### src/rtl/rst_release_sequencer_if.sv
// Reset-sequencer sideband bundle.
// Groups the software restart request, per-stage ready acks and all
// sequencer status outputs so the sequencer and its user share one port.
//   sw_rst_req    : restart the whole release sequence
//   stage_ack     : per-stage ready acknowledge
//   stage_rst_out : active-high reset per stage
//   all_released  : every stage released and acked
//   busy          : sequence in progress
//   timeout_err   : sticky ack-timeout flag
//   cur_stage     : stage currently being released / awaited
// master = requester side (drives sw_rst_req/stage_ack), slave = sequencer.
interface rst_release_sequencer_if #(
  parameter int NUM_STAGES = 4
);
  localparam int CW = (NUM_STAGES > 1) ? $clog2(NUM_STAGES) : 1;

  logic                  sw_rst_req;
  logic [NUM_STAGES-1:0] stage_ack;
  logic [NUM_STAGES-1:0] stage_rst_out;
  logic                  all_released;
  logic                  busy;
  logic                  timeout_err;
  logic [CW-1:0]         cur_stage;

  modport master (
    output sw_rst_req, stage_ack,
    input  stage_rst_out, all_released, busy, timeout_err, cur_stage
  );

  modport slave (
    input  sw_rst_req, stage_ack,
    output stage_rst_out, all_released, busy, timeout_err, cur_stage
  );
endinterface

### src/rtl/rst_release_sequencer.sv
// Reset-release sequencer.
// Holds all downstream resets for HOLD_CYCLES after system reset, then
// releases stages one at a time in index order, waiting for each stage's
// ack and inserting GAP_CYCLES between an ack and the next release. A
// missing ack for ACK_TIMEOUT cycles re-asserts every stage reset and
// raises a sticky timeout_err. sw_rst_req restarts from HOLD in any state.
// Ports:
//   clk : system clock, posedge
//   rst : asynchronous active-low system reset
//   sq  : sideband bundle (slave modport), see rst_release_sequencer_if
module rst_release_sequencer #(
  parameter int NUM_STAGES  = 4,
  parameter int HOLD_CYCLES = 5,
  parameter int GAP_CYCLES  = 3,
  parameter int ACK_TIMEOUT = 16
) (
  input logic                    clk,
  input logic                    rst,
  rst_release_sequencer_if.slave sq
);
  localparam int CW = (NUM_STAGES  > 1) ? $clog2(NUM_STAGES)  : 1;
  localparam int HW = (HOLD_CYCLES > 1) ? $clog2(HOLD_CYCLES) : 1;
  localparam int GW = (GAP_CYCLES  > 1) ? $clog2(GAP_CYCLES)  : 1;
  localparam int TW = (ACK_TIMEOUT > 1) ? $clog2(ACK_TIMEOUT) : 1;

  // Counters run 0..LAST and the terminal value triggers the transition,
  // so they never need to pass LAST.
  localparam logic [HW-1:0] HOLD_LAST  = HW'(HOLD_CYCLES - 1);
  localparam logic [GW-1:0] GAP_LAST   = GW'((GAP_CYCLES > 0) ? GAP_CYCLES - 1 : 0);
  localparam logic [TW-1:0] TO_LAST    = TW'(ACK_TIMEOUT - 1);
  localparam logic [CW-1:0] LAST_STAGE = CW'(NUM_STAGES - 1);

  typedef enum logic [2:0] {
    S_HOLD,
    S_WAIT_ACK,
    S_GAP,
    S_DONE,
    S_ERROR
  } state_e;

  state_e                state_q, state_d;
  logic [HW-1:0]         hold_cnt_q, hold_cnt_d;
  logic [GW-1:0]         gap_cnt_q, gap_cnt_d;
  logic [TW-1:0]         to_cnt_q, to_cnt_d;
  logic [NUM_STAGES-1:0] stage_rst_q, stage_rst_d;
  logic                  all_rel_q, all_rel_d;
  logic                  busy_q, busy_d;
  logic                  terr_q, terr_d;
  logic [CW-1:0]         cur_q, cur_d;
  logic [CW-1:0]         cur_nxt;
  logic                  ack_sel;

  always_comb begin
    state_d     = state_q;
    hold_cnt_d  = hold_cnt_q;
    gap_cnt_d   = gap_cnt_q;
    to_cnt_d    = to_cnt_q;
    stage_rst_d = stage_rst_q;
    all_rel_d   = all_rel_q;
    busy_d      = busy_q;
    terr_d      = terr_q;
    cur_d       = cur_q;
    cur_nxt     = cur_q + CW'(1);

    // Only the ack of the stage being awaited matters.
    ack_sel = 1'b0;
    for (int k = 0; k < NUM_STAGES; k++)
      if (k == int'(cur_q)) ack_sel = sq.stage_ack[k];

    if (sq.sw_rst_req) begin
      // Restart overrides any same-cycle ack, timeout or gap expiry.
      state_d     = S_HOLD;
      hold_cnt_d  = '0;
      gap_cnt_d   = '0;
      to_cnt_d    = '0;
      stage_rst_d = '1;
      all_rel_d   = 1'b0;
      busy_d      = 1'b1;
      terr_d      = 1'b0;
      cur_d       = '0;
    end else begin
      case (state_q)
        S_HOLD: begin
          if (hold_cnt_q == HOLD_LAST) begin
            stage_rst_d[0] = 1'b0;
            to_cnt_d       = '0;
            state_d        = S_WAIT_ACK;
          end else begin
            hold_cnt_d = hold_cnt_q + HW'(1);
          end
        end
        S_WAIT_ACK: begin
          if (ack_sel) begin
            if (cur_q == LAST_STAGE) begin
              state_d   = S_DONE;
              all_rel_d = 1'b1;
              busy_d    = 1'b0;
            end else if (GAP_CYCLES == 0) begin
              // No gap: next stage goes on the ack edge itself.
              for (int k = 0; k < NUM_STAGES; k++)
                if (k == int'(cur_nxt)) stage_rst_d[k] = 1'b0;
              cur_d    = cur_nxt;
              to_cnt_d = '0;
            end else begin
              gap_cnt_d = '0;
              state_d   = S_GAP;
            end
          end else if (to_cnt_q == TO_LAST) begin
            state_d     = S_ERROR;
            stage_rst_d = '1;
            terr_d      = 1'b1;
            busy_d      = 1'b0;
            all_rel_d   = 1'b0;
          end else begin
            to_cnt_d = to_cnt_q + TW'(1);
          end
        end
        S_GAP: begin
          if (gap_cnt_q == GAP_LAST) begin
            for (int k = 0; k < NUM_STAGES; k++)
              if (k == int'(cur_nxt)) stage_rst_d[k] = 1'b0;
            cur_d    = cur_nxt;
            to_cnt_d = '0;
            state_d  = S_WAIT_ACK;
          end else begin
            gap_cnt_d = gap_cnt_q + GW'(1);
          end
        end
        S_DONE: begin
          stage_rst_d = '0;
          all_rel_d   = 1'b1;
          busy_d      = 1'b0;
          cur_d       = LAST_STAGE;
        end
        S_ERROR: begin
          // Parked with all resets asserted until rst or sw_rst_req.
        end
        default: state_d = S_HOLD;
      endcase
    end
  end

  always_ff @(posedge clk or negedge rst) begin
    if (!rst) begin
      state_q     <= S_HOLD;
      hold_cnt_q  <= '0;
      gap_cnt_q   <= '0;
      to_cnt_q    <= '0;
      stage_rst_q <= '1;
      all_rel_q   <= 1'b0;
      busy_q      <= 1'b1;
      terr_q      <= 1'b0;
      cur_q       <= '0;
    end else begin
      state_q     <= state_d;
      hold_cnt_q  <= hold_cnt_d;
      gap_cnt_q   <= gap_cnt_d;
      to_cnt_q    <= to_cnt_d;
      stage_rst_q <= stage_rst_d;
      all_rel_q   <= all_rel_d;
      busy_q      <= busy_d;
      terr_q      <= terr_d;
      cur_q       <= cur_d;
    end
  end

  assign sq.stage_rst_out = stage_rst_q;
  assign sq.all_released  = all_rel_q;
  assign sq.busy          = busy_q;
  assign sq.timeout_err   = terr_q;
  assign sq.cur_stage     = cur_q;
endmodule

### src/flat_wrapper.sv
// flat-port wrapper written by rule: the top's interface ports become plain ports
module rst_release_sequencer_flat 
#(
  parameter int NUM_STAGES  = 4,
  parameter int HOLD_CYCLES = 5,
  parameter int GAP_CYCLES  = 3,
  parameter int ACK_TIMEOUT = 16
)
  (clk, rst, sq_sw_rst_req, sq_stage_ack, sq_stage_rst_out, sq_all_released, sq_busy, sq_timeout_err, sq_cur_stage);
  rst_release_sequencer_if #(.NUM_STAGES(NUM_STAGES)) sq_i ();
  input logic clk;
  input logic rst;
  input wire logic [$bits(sq_i.sw_rst_req)-1:0] sq_sw_rst_req;
  input wire logic [$bits(sq_i.stage_ack)-1:0] sq_stage_ack;
  output wire logic [$bits(sq_i.stage_rst_out)-1:0] sq_stage_rst_out;
  output wire logic [$bits(sq_i.all_released)-1:0] sq_all_released;
  output wire logic [$bits(sq_i.busy)-1:0] sq_busy;
  output wire logic [$bits(sq_i.timeout_err)-1:0] sq_timeout_err;
  output wire logic [$bits(sq_i.cur_stage)-1:0] sq_cur_stage;
  assign sq_i.sw_rst_req = sq_sw_rst_req;
  assign sq_i.stage_ack = sq_stage_ack;
  assign sq_stage_rst_out = sq_i.stage_rst_out;
  assign sq_all_released = sq_i.all_released;
  assign sq_busy = sq_i.busy;
  assign sq_timeout_err = sq_i.timeout_err;
  assign sq_cur_stage = sq_i.cur_stage;
  rst_release_sequencer #(.NUM_STAGES(NUM_STAGES), .HOLD_CYCLES(HOLD_CYCLES), .GAP_CYCLES(GAP_CYCLES), .ACK_TIMEOUT(ACK_TIMEOUT)) u_core (.clk(clk), .rst(rst), .sq(sq_i));
endmodule
### config.mk
export PLATFORM = sky130hd
export DESIGN_NAME = rst_release_sequencer_flat
export DESIGN_NICKNAME = d
export VERILOG_FILES = /design/src/rtl/rst_release_sequencer_if.sv /design/src/rtl/rst_release_sequencer.sv /design/src/flat_wrapper.sv
export SDC_FILE = /design/constraint.sdc
export NUM_CORES = 1
export LEC_CHECK = 0
export ABC_AREA = 1
export ABC_CLOCK_PERIOD_IN_PS = 4750
export CORE_UTILIZATION = 30
export CTS_BUF_LIST = sky130_fd_sc_hd__clkbuf_16
export CTS_CLUSTER_SIZE = 14
export DETAILED_ROUTE_END_ITERATION = 12
export REMOVE_ABC_BUFFERS = 1
export SKIP_LAST_GASP = 1
export SLEW_MARGIN = 30
export SYNTH_ARGS = -nofsm -noshare
export SYNTH_HDL_FRONTEND = slang
export SYNTH_SLANG_ARGS = --single-unit
### constraint.sdc
create_clock -name clk -period 4.75 [get_ports clk]
set_clock_uncertainty 0.05 [all_clocks]
set_input_delay 0.7125 -clock clk [delete_from_list [all_inputs] [get_ports clk]]
set_output_delay 0.7125 -clock clk [all_outputs]
set_load 0.02 [all_outputs]
==> results.cfg <==
[outcome]
status = finished, final reports clean

[place]
port_buffers = 15
dp.cells = 250
hpwl_um = 2330
dp_slack_ps = 2370
place_area_um2 = 1570
gp_congestion = 0.833

[cells_and_area]
drive_gt1_share_pct = 12.4
area_delta_synth_final_pct = 20.7
fillers = 477
nets = 218
fin_cells = 254
num_antenna_cells = 0
final_cell_area_um2 = 1650
regArea_um2 = 532
multi_input_area_um2 = 734

[setup_path]
crit_chain = clkdlybuf4s50_1
cp.arrival_ps = 1370
cpMaxStageDelayCell = clkdlybuf4s50_1
critPathTopFamily = buffers and inverters
rr_worst_depth = 10
critPathLaunch = u_core.sq.stage_rst_out[0]$_DFFE_PN1P_
timing.rr.start = u_core.sq.cur_stage[0]$_DFFE_PN0P_
cp_num_buf_inv = 1
rrSetupSlack_ps = 2860
critPathKind = reg -> out
cp_max_fo = 2
crit_required_ps = 3990
cpPeakStageDelay_ps = 600
start_kind = register
end_kind = output port
r2r-end = u_core.to_cnt_q[0]$_DFFE_PN0P_

[logic_synthesis]
ys_seq_area_share_pct = 38.9
ys_top_cells_by_area = dfrtp_1 (29%), nand2_1 (15%), dfstp_2 (9.6%)
syn_area_per_cell_um2 = 7.43
ys_ff_latch = 21
syn_inst = 184
synth_mux_area_share_pct = 0
synth_fa_ha_area_share_pct = 7.33
yosys.cell_types.count = 25
synth_compound_area_share_pct = 6.32
yosys_warnings = 0
synthSimpleGateAreaFrac_pct = 38.8
synth_xor_xnor_area_share_pct = 1.28
synth_top_area_share_pct = 29.3
synth_top_area_cell = dfrtp_1
synth_top_family_by_area = simple AND/OR/NAND/NOR gates
syn_area_um2 = 1370

[pwr]
swShare_pct = 42.9
internal-power_mw = 0.530
ir_drop_v = 0.000200
p_seq_share_pct = 32.2
p_per_area_nw_per_um2 = 564
combPwrFrac_pct = 48.6
p_leak_nw = 0.848
switching_power_mw = 0.399
power_frac_clock_pct = 19.2

[cts]
ctsResizeCount = 0
clkTransAtPathRegs_ps = 60
postCtsSetupBuffers = 0
numCtsBuffers = 3
cts_num_sinks = 21
cts_buffer_depth = 2
cts_tree = yes
clk_latency_ps = 250
root_buffer = clkbuf_16
hold_buffers = 0
h-tree-depth = 1

[timing]
fmax_ghz = 0.468
post-route-min-period_ps = 2140
timing.slew.headroom_pct = 68.4
maxSlewViolCount = 0
finalCritPeriodShare_pct = 45.0
setup_tns_ps = 0
fin_ws_ps = 2610
finalSetupViolations = 0
rsz0062_at_grt = false
tightest_slew_ps = 474
hold_viol_final = 0

[worst_hold_path]
hp-class = in -> async

[detailed_routing]
drtIter0Drc = 71
routed_wl_um = 2950
num_vias = 1198
routedWlPerCell_um = 11.6
antenna_left = 0
dr.pass1.iters = 4
drc_errors = 0
viasPerCell = 4.72

[grt]
grt_util_met2_pct = 22.8
use_met1_pct = 17.7
grt_overflow_total = 0
first_global_vias = 1181
use_met3_pct = 2.33
grt_pass1_wl_um = 5270
antenna_found_initial = 0
grt_busiest_layer = met2
grt_usage_pct = 13.5
grt_max_degree = 22

[floorplan]
die_x_um = 69.5
start_util_pct = 31.4
die_h_um = 69.5
io_pins = 16
die_area_um2 = 4830
rows = 24
core-area_um2 = 4350

[flow_run]
drv_cap = 0
==> stage by stage <==
| step | hold slack, ps | utilization (%) | total power, mW |
|---|---|---|---|
| finish | 358 | 37.9 | 0.930 |
| global route | 404 | 37.9 | 1.02 |
| CTS | 381 | 37.9 | 0.946 |
| detailed placement | 405 | 36.0 | 0.758 |
| global placement | 405 | 36.1 | 0.761 |
| floorplan | 367 | - | 0.615 |
==> Yosys cell counts <==
library cell  count
nand3_1          22
nand3b_1          2
dfrtp_1          16
nand3_2           1
o21ai_2           1
a21oi_1           6
nand2_2           4
or2_0             1
nor2_4            2
inv_1            21
buf_4             1
o21a_1            1
nand2_1          55
nand4_1           2
dfstp_2           5
nor2_1           19
nand4_4           1
o21ai_0           8
xnor2_1           1
nand3_4           1
xor2_1            1
nor2_2            2
ha_1              8
inv_2             2
inv_4             1
==> placed cells by master, fill, tap and decap left out <==
| master | netlist | routed |
|---|---|---|
| nand2_1 | 55 | 55 |
| nand2_2 | 4 | 4 |
| inv_2 | 2 | 2 |
| buf_2 | 0 | 1 |
| inv_1 | 21 | 21 |
| nor2_1 | 19 | 19 |
| nand4_1 | 2 | 2 |
| nand3b_1 | 2 | 2 |
| o21a_1 | 1 | 1 |
| dfrtp_1 | 16 | 16 |
| clkinv_2 | 0 | 1 |
| a21oi_1 | 6 | 6 |
| nor2_2 | 2 | 2 |
| o21ai_0 | 8 | 8 |
| xor2_1 | 1 | 1 |
| xnor2_1 | 1 | 1 |
| nand4_4 | 1 | 1 |
| dfstp_2 | 5 | 5 |
| nand3_4 | 1 | 1 |
| clkdlybuf4s50_1 | 0 | 14 |
| nand3_2 | 1 | 1 |
| inv_4 | 1 | 1 |
| nor2_4 | 2 | 2 |
| ha_1 | 8 | 8 |
| nand3_1 | 22 | 22 |
| or2_0 | 1 | 1 |
| clkbuf_16 | 0 | 3 |
| o21ai_2 | 1 | 1 |
==> registers in the layout (all words and copies together), names as in the netlist <==
register                 count
u_core.gap_cnt_q             2
u_core.sq.timeout_err        1
u_core.to_cnt_q              4
u_core.state_q               3
u_core.sq.stage_rst_out      4
u_core.sq.busy               1
u_core.sq.all_released       1
u_core.sq.cur_stage          2
u_core.hold_cnt_q            3
==> metal layers <==
| metal | share of wire [%] | vias up | routed length (µm) |
|---|---|---|---|
| met2 | 48 | 18 | 1400 |
| li1 | - | 628 | - |
| met1 | 48 | 550 | 1400 |
| met5 | 0 | - | 0 |
| met4 | 0.81 | 0 | 24 |
| met3 | 3.9 | 2 | 116 |
==> power groups by stage <==
stage	registers, mW	clock network, mW	logic (mW)
6_report	0.299	0.178	0.452
5_1_grt	0.308	0.188	0.521
4_1_cts	0.300	0.187	0.459
3_5_place_dp	0.302	0	0.456
3_3_place_gp	0.303	0	0.457
2_1_floorplan	0.330	0	0.285
==> worst max-delay path by stage <==
stage / to / slack (ps) / depth (start not counted)
floorplan: u_core.to_cnt_q[1]$_DFFE_PN0P_ / 3000 / 10
global placement: u_core.to_cnt_q[1]$_DFFE_PN0P_ / 2370 / 8
detailed placement: u_core.to_cnt_q[2]$_DFFE_PN0P_ / 2370 / 8
CTS: sq_stage_rst_out[0] / 2600 / 1
global route: u_core.gap_cnt_q[0]$_DFFE_PN0P_ / 2420 / 10
finish: sq_stage_rst_out[0] / 2610 / 1
==> cell families (layout without fill, tap and decap cells) <==
kind of cell,after synthesis,in the layout
AO/OA/AOI/OAI,16,16
XOR/XNOR,2,2
adder cells (fa/ha/maj),8,8
buffers and inverters,25,43
flip-flops,21,21
AND/OR/NAND/NOR,112,112
==> cell type report <==
| type | instances | area share (%) |
|---|---|---|
| clock buffer | 3 | 4.55 |
| multi-input combinational | 138 | 44.5 |
| sequential | 21 | 32.2 |
| timing repair buffer | 15 | 8.80 |
| inverter | 24 | 5.61 |
| tap | 52 | 3.95 |
| clock inverter | 1 | 0.303 |
Note: power is estimated with default switching activity, not from simulation.
